--- src/rtl/lock_pkg.sv ---
// lock_pkg: types and constants shared by the code-lock blocks
// (control FSM, pass_register, LED driver).
//   DIGIT_W / PASS_DIGITS / PASS_W : digit width, digits per password, password width
//   DEFAULT_PASS                   : password held after reset (digit 0 in the MS nibble)
//   digit_t / pass_t               : one digit / one full password
//   strobe_e, strobe_decode()      : resolves the pipo_* strobes to the single one that acts
package lock_pkg;

   localparam int unsigned DIGIT_W     = 4;
   localparam int unsigned PASS_DIGITS = 4;
   localparam int unsigned PASS_W      = DIGIT_W * PASS_DIGITS;

   localparam logic [PASS_W-1:0] DEFAULT_PASS = 16'h1234;

   typedef logic [DIGIT_W-1:0] digit_t;
   typedef logic [PASS_W-1:0]  pass_t;

   typedef enum logic [1:0] {
      STB_NONE  = 2'd0,
      STB_SHIFT = 2'd1,
      STB_LOAD  = 2'd2,
      STB_CLEAR = 2'd3
   } strobe_e;

   // Priority: clear > load > shift; only the winner takes effect.
   function automatic strobe_e strobe_decode(input logic i_clr,
                                             input logic i_load,
                                             input logic i_shift);
      strobe_e v_cmd;
      v_cmd = STB_NONE;
      if (i_clr)
         v_cmd = STB_CLEAR;
      else if (i_load)
         v_cmd = STB_LOAD;
      else if (i_shift)
         v_cmd = STB_SHIFT;
      return v_cmd;
   endfunction

endpackage

--- src/rtl/pass_shift_reg.sv ---
// pass_shift_reg: digit entry register with saturating digit count.
//   clk, rst   : clock, asynchronous active-high reset
//   i_digit    : digit to append on STB_SHIFT
//   i_cmd      : resolved strobe (STB_CLEAR and STB_LOAD both empty the entry)
//   o_entry    : entered digits, newest in the LS nibble
//   o_count    : digits entered, saturating at DIGITS
//   o_full     : o_count == DIGITS
module pass_shift_reg
   import lock_pkg::*;
#(
   parameter int unsigned DIGITS = PASS_DIGITS,
   parameter int unsigned DW     = DIGIT_W
) (
   input  logic                 clk,
   input  logic                 rst,
   input  logic [DW-1:0]        i_digit,
   input  strobe_e              i_cmd,
   output logic [DIGITS*DW-1:0] o_entry,
   output logic [3:0]           o_count,
   output logic                 o_full
);

   localparam int unsigned W        = DIGITS * DW;
   localparam logic [3:0]  FULL_CNT = 4'(DIGITS);

   logic [W-1:0]    r_entry;
   logic [3:0]      r_count;
   logic [W+DW-1:0] w_cat;
   logic [W-1:0]    w_shifted;

   // Slicing the wide concatenation keeps the shift valid for DIGITS == 1;
   // the oldest digit falls off the top.
   assign w_cat     = {r_entry, i_digit};
   assign w_shifted = w_cat[W-1:0];

   always_ff @(posedge clk or posedge rst) begin
      if (rst) begin
         r_entry <= '0;
         r_count <= '0;
      end else begin
         case (i_cmd)
            STB_CLEAR, STB_LOAD: begin
               r_entry <= '0;
               r_count <= '0;
            end
            STB_SHIFT: begin
               r_entry <= w_shifted;
               if (r_count != FULL_CNT)
                  r_count <= r_count + 4'd1;
            end
            default: ;
         endcase
      end
   end

   assign o_entry = r_entry;
   assign o_count = r_count;
   assign o_full  = (r_count == FULL_CNT);

endmodule

--- src/rtl/pass_register.sv ---
// pass_register: password storage and compare stage behind the code-lock FSM.
//   clk, rst     : clock, asynchronous active-high reset
//   digit        : digit from the keypad, sampled on pipo_shift
//   pipo_shift   : append digit to the entry register
//   pipo_reset   : clear entry and count (stored password kept)
//   pipo_load    : copy entry into the stored password, then clear entry
//   pass_check   : registered entry == stored flag, one cycle behind the registers
//   entry_count  : digits entered, saturating at DIGITS
//   entry_full   : entry_count == DIGITS
// Build option: define PASS_FULL_GATE_EN to require a full entry for pass_check.
module pass_register
   import lock_pkg::*;
#(
   parameter int unsigned          DIGITS       = PASS_DIGITS,
   parameter int unsigned          DW           = DIGIT_W,
   parameter logic [DIGITS*DW-1:0] DEFAULT_PASS = lock_pkg::DEFAULT_PASS
) (
   input  logic          clk,
   input  logic          rst,
   input  logic [DW-1:0] digit,
   input  logic          pipo_shift,
   input  logic          pipo_reset,
   input  logic          pipo_load,
   output logic          pass_check,
   output logic [3:0]    entry_count,
   output logic          entry_full
);

   localparam int unsigned W = DIGITS * DW;

   strobe_e      w_cmd;
   logic [W-1:0] w_entry;
   logic [3:0]   w_count;
   logic         w_full;
   logic         w_match;
   logic [W-1:0] r_stored;
   logic         r_pass;

   assign w_cmd = strobe_decode(pipo_reset, pipo_load, pipo_shift);

   pass_shift_reg #(
      .DIGITS (DIGITS),
      .DW     (DW)
   ) u_shift (
      .clk     (clk),
      .rst     (rst),
      .i_digit (digit),
      .i_cmd   (w_cmd),
      .o_entry (w_entry),
      .o_count (w_count),
      .o_full  (w_full)
   );

   always_ff @(posedge clk or posedge rst) begin
      if (rst)
         r_stored <= DEFAULT_PASS;
      else if (w_cmd == STB_LOAD)
         r_stored <= w_entry;
   end

`ifdef PASS_FULL_GATE_EN
   assign w_match = w_full && (w_entry == r_stored);
`else
   assign w_match = (w_entry == r_stored);
`endif

   // Compares the registered state, so a strobe at edge N shows here at N+1.
   always_ff @(posedge clk or posedge rst) begin
      if (rst)
         r_pass <= 1'b0;
      else
         r_pass <= w_match;
   end

   assign pass_check  = r_pass;
   assign entry_count = w_count;
   assign entry_full  = w_full;

endmodule

--- config.mk ---
export PLATFORM = sky130hd
export DESIGN_NAME = pass_register
export DESIGN_NICKNAME = d
export VERILOG_FILES = /design/src/rtl/lock_pkg.sv /design/src/rtl/pass_shift_reg.sv /design/src/rtl/pass_register.sv
export SDC_FILE = /design/constraint.sdc
export NUM_CORES = 1
export LEC_CHECK = 0
export BUFFER_PORTS_ARGS = -buffer_cell sky130_fd_sc_hd__buf_2
export CELL_PAD_IN_SITES_DETAIL_PLACEMENT = 2
export CELL_PAD_IN_SITES_GLOBAL_PLACEMENT = 2
export CORE_ASPECT_RATIO = 0.7
export CORE_MARGIN = 1
export CORE_UTILIZATION = 43
export DETAILED_ROUTE_END_ITERATION = 10
export HOLD_SLACK_MARGIN = 0.02
export PLACE_DENSITY_LB_ADDON = 0.08
export SYNTH_ARGS = -nofsm -noshare
export SYNTH_HDL_FRONTEND = slang
export SYNTH_SLANG_ARGS = --single-unit
--- constraint.sdc ---
create_clock -name clk -period 3.25 [get_ports clk]
set_input_delay 0.4875 -clock clk [delete_from_list [all_inputs] [get_ports clk]]
set_output_delay 0.4875 -clock clk [all_outputs]
set_load 0.005 [all_outputs]
==> metrics.csv <==
metric,value,unit
status,"finished, final reports clean",
clk_pin_slew,0.07,ns
synth_xor_area_share,8.13,%
drtIter0Drc,13,
synthSimpleGateAreaFrac,9.22,%
rsz0062_at_grt,no,
totalWireLength,3590,um
yosysSeqAreaShare,54.1,%
hold_viol,0,
fmax,538,MHz
synth_compound_area_share,1.74,%
numClockSinks,37,
die_w,77.7,um
cp.arrival,1.37,ns
regArea,932,um^2
crit_path_cell_trace,"inv_1, ha_1, nand3b_1, inv_1, buf_2",
synth_cells,136,
crit_fanout,5,
dr.pass1.iters,2,
cpMostUsedCell,inv_1,
highest_layer,met4,
htree_num_levels,2,
die_y,55.0,um
critical_path_class,register to output port,
setup_tns,0,ns
ys_ff_latch,37,
clock-skew-final,0.00791,ns
met3_length,91,um
synth_cell_types,23,
insertedDiodeCount,0,
post_dp_cell_area,0.00182,mm^2
cts_tree,done,
final_util,52.1,%
critPathCaptureType,output port,
drive_gt1_share,24.2,%
ctsResizeCount,0,
yosys_warnings,0,
grt.total_usage,19.0,%
synth_top_family_by_area,multiplexers,
wl_met1,1680,um
core_area,0.00367,mm^2
maxSlewHeadroom,54.8,%
cpPeakStageDelay,0.43,ns
multi_input_area,732,um^2
finalMaxSlewViolations,0,
grt_max_degree,38,
io_pins,15,
finalCritPeriodShare,57.1,%
rows,18,
synth_fa_ha_area_share,1.45,%
grt_pass1_wl,5780,um
syn_to_final_growth,11.0,%
stdcell_area,0.00191,mm^2
period_needed,1.86,ns
crit_required,2.76,ns
max-vdd-ir-drop,0.261,mV
clockBufferDepth,2,
grt_pass1_vias,1112,
grt_antenna_before_repair,0,
hold_class,input pin to async pin,
avgSynthCellArea,12.7,um^2
drc,0,
setup_viol,0,
grt-ovfl-total,0,
start_util,47.0,%
cap_violations,0,
crit_family,flip-flops,
post_drt_wl_per_cell,17.7,um
met2WireLength,1810,um
viasPerCell,5.13,
place_congestion,0.801,
leakagePower,0.937,nW
dieArea,0.00427,mm^2
fin_ws,1.39,ns
clock_latency,0.29,ns
synthMuxAreaShare,21.9,%
worstMarginPinSlew,0.678,ns
dp_hpwl,2540,um
start_kind,register,
numPortBuffers,14,
fin_nets,163,
holdBufCountCts,0,
vias,1041,
critPathBufInv,3,
slowest_stage,dfrtp_1,
syn_area,0.00172,mm^2
post-cts-setup-buffers,0,
synth_nets,147,
power_density,455,mW/mm^2
cts-root-buf,clkbuf_8,
pre_cts_slack,1.52,ns
numCtsBuffers,5,
nFillCells,377,
ant_nets,0,
synth_stat cells:
| library cell | instances | area share, % |
|---|---|---|
| a21oi_1 | 4 | 1.2 |
| buf_2 | 3 | 0.87 |
| buf_6 | 2 | 1.3 |
| clkbuf_1 | 1 | 0.22 |
| dfrtp_1 | 32 | 46 |
| dfstp_2 | 5 | 7.6 |
| ha_1 | 2 | 1.5 |
| inv_1 | 5 | 1.1 |
| mux2_1 | 6 | 3.9 |
| mux2_4 | 10 | 8.7 |
| mux2i_1 | 16 | 9.3 |
| nand2_1 | 1 | 0.22 |
| nand2b_4 | 1 | 0.80 |
| nand3_1 | 3 | 0.87 |
| nand3b_1 | 1 | 0.44 |
| nand4_1 | 5 | 1.8 |
| nor2_1 | 17 | 3.7 |
| nor3_1 | 1 | 0.29 |
| nor4_1 | 1 | 0.36 |
| o21ai_1 | 2 | 0.58 |
| or2_1 | 1 | 0.36 |
| or3_1 | 1 | 0.36 |
| xnor2_1 | 16 | 8.1 |
layout by cell type, fill, tap and decap left out, types with 3 or more instances in the layout:
cell type,count
a21oi_1,4
inv_1,5
clkbuf_8,6
mux2i_1,16
mux2_4,10
nand3_1,3
dfrtp_1,32
nand4_1,5
xnor2_1,16
nor2_1,17
mux2_1,6
dfstp_2,5
buf_2,14
per-layer routing:
layer | vias up | global-route usage [%]
met1 | 536 | 23.5
met4 | 0 | 6.60
met3 | 4 | 4.92
met5 | - | 0
met2 | 11 | 33.5
li1 | 490 | -
cells by family after synthesis:
family / count (synthesis)
AOI/OAI and AO/OA: 6
DFF: 37
buffers and inverters: 11
muxes: 32
adders and majority gates: 2
and+or+nand+nor: 32
xor gates and xnor gates: 16
flip-flops by register name, summed over array words and instances (netlist names):
name,flops
u_shift.o_count,4
u_shift.o_entry,16
pass_check,1
r_stored,16
power breakdown:
| part | total (W) | leakage [nW] | internal [W] | switching [W] |
|---|---|---|---|---|
| logic | 0.0000668 | 0.398 | 0.0000287 | 0.0000380 |
| registers | 0.000478 | 0.494 | 0.000471 | 0.00000721 |
| clock network | 0.000326 | 0.0455 | 0.000173 | 0.000153 |
| total | 0.000871 | 0.937 | 0.000672 | 0.000198 |
metrics by stage:
stage	hold slack, ns	power (W)	cells
4_1_cts	0.315	0.000882	203
3_3_place_gp	0.495	0.000552	195
3_5_place_dp	0.513	0.000555	195
6_report	0.298	0.000871	203
5_1_grt	0.333	0.000904	203
2_1_floorplan	0.486	0.000534	136
worst paths after layout:
kind / endpoint / slack, ns / from / cells past startpoint
hold reg to reg: r_stored[7] / 0.54 / r_stored[7] / 1
min in group clk: u_shift.o_entry[2] / 0.45 / digit[2] / 3
setup / recovery: entry_full / 1.39 / u_shift.o_count[0] / 5
hold / removal: u_shift.o_entry[7] / 0.30 / rst / 3
setup reg to reg: u_shift.o_count[2] / 1.94 / u_shift.o_count[0] / 6
max in group asynchronous: r_stored[4] / 2.59 / rst / 3
worst min-delay path, stage by stage:
cell	delay, ns
buf_2	0.09
inv_1	0.04
buf_4	0.40
area by class of cell:
class | instances | share of cell area (%)
Sequential cell | 37 | 48.7
Multi-Input combinational cell | 88 | 38.3
Clock buffer | 8 | 4.71
Timing Repair Buffer | 15 | 4.05
Tap cell | 50 | 3.27
Inverter | 5 | 0.981
No activity file was read; power rests on OpenSTA's default activity.
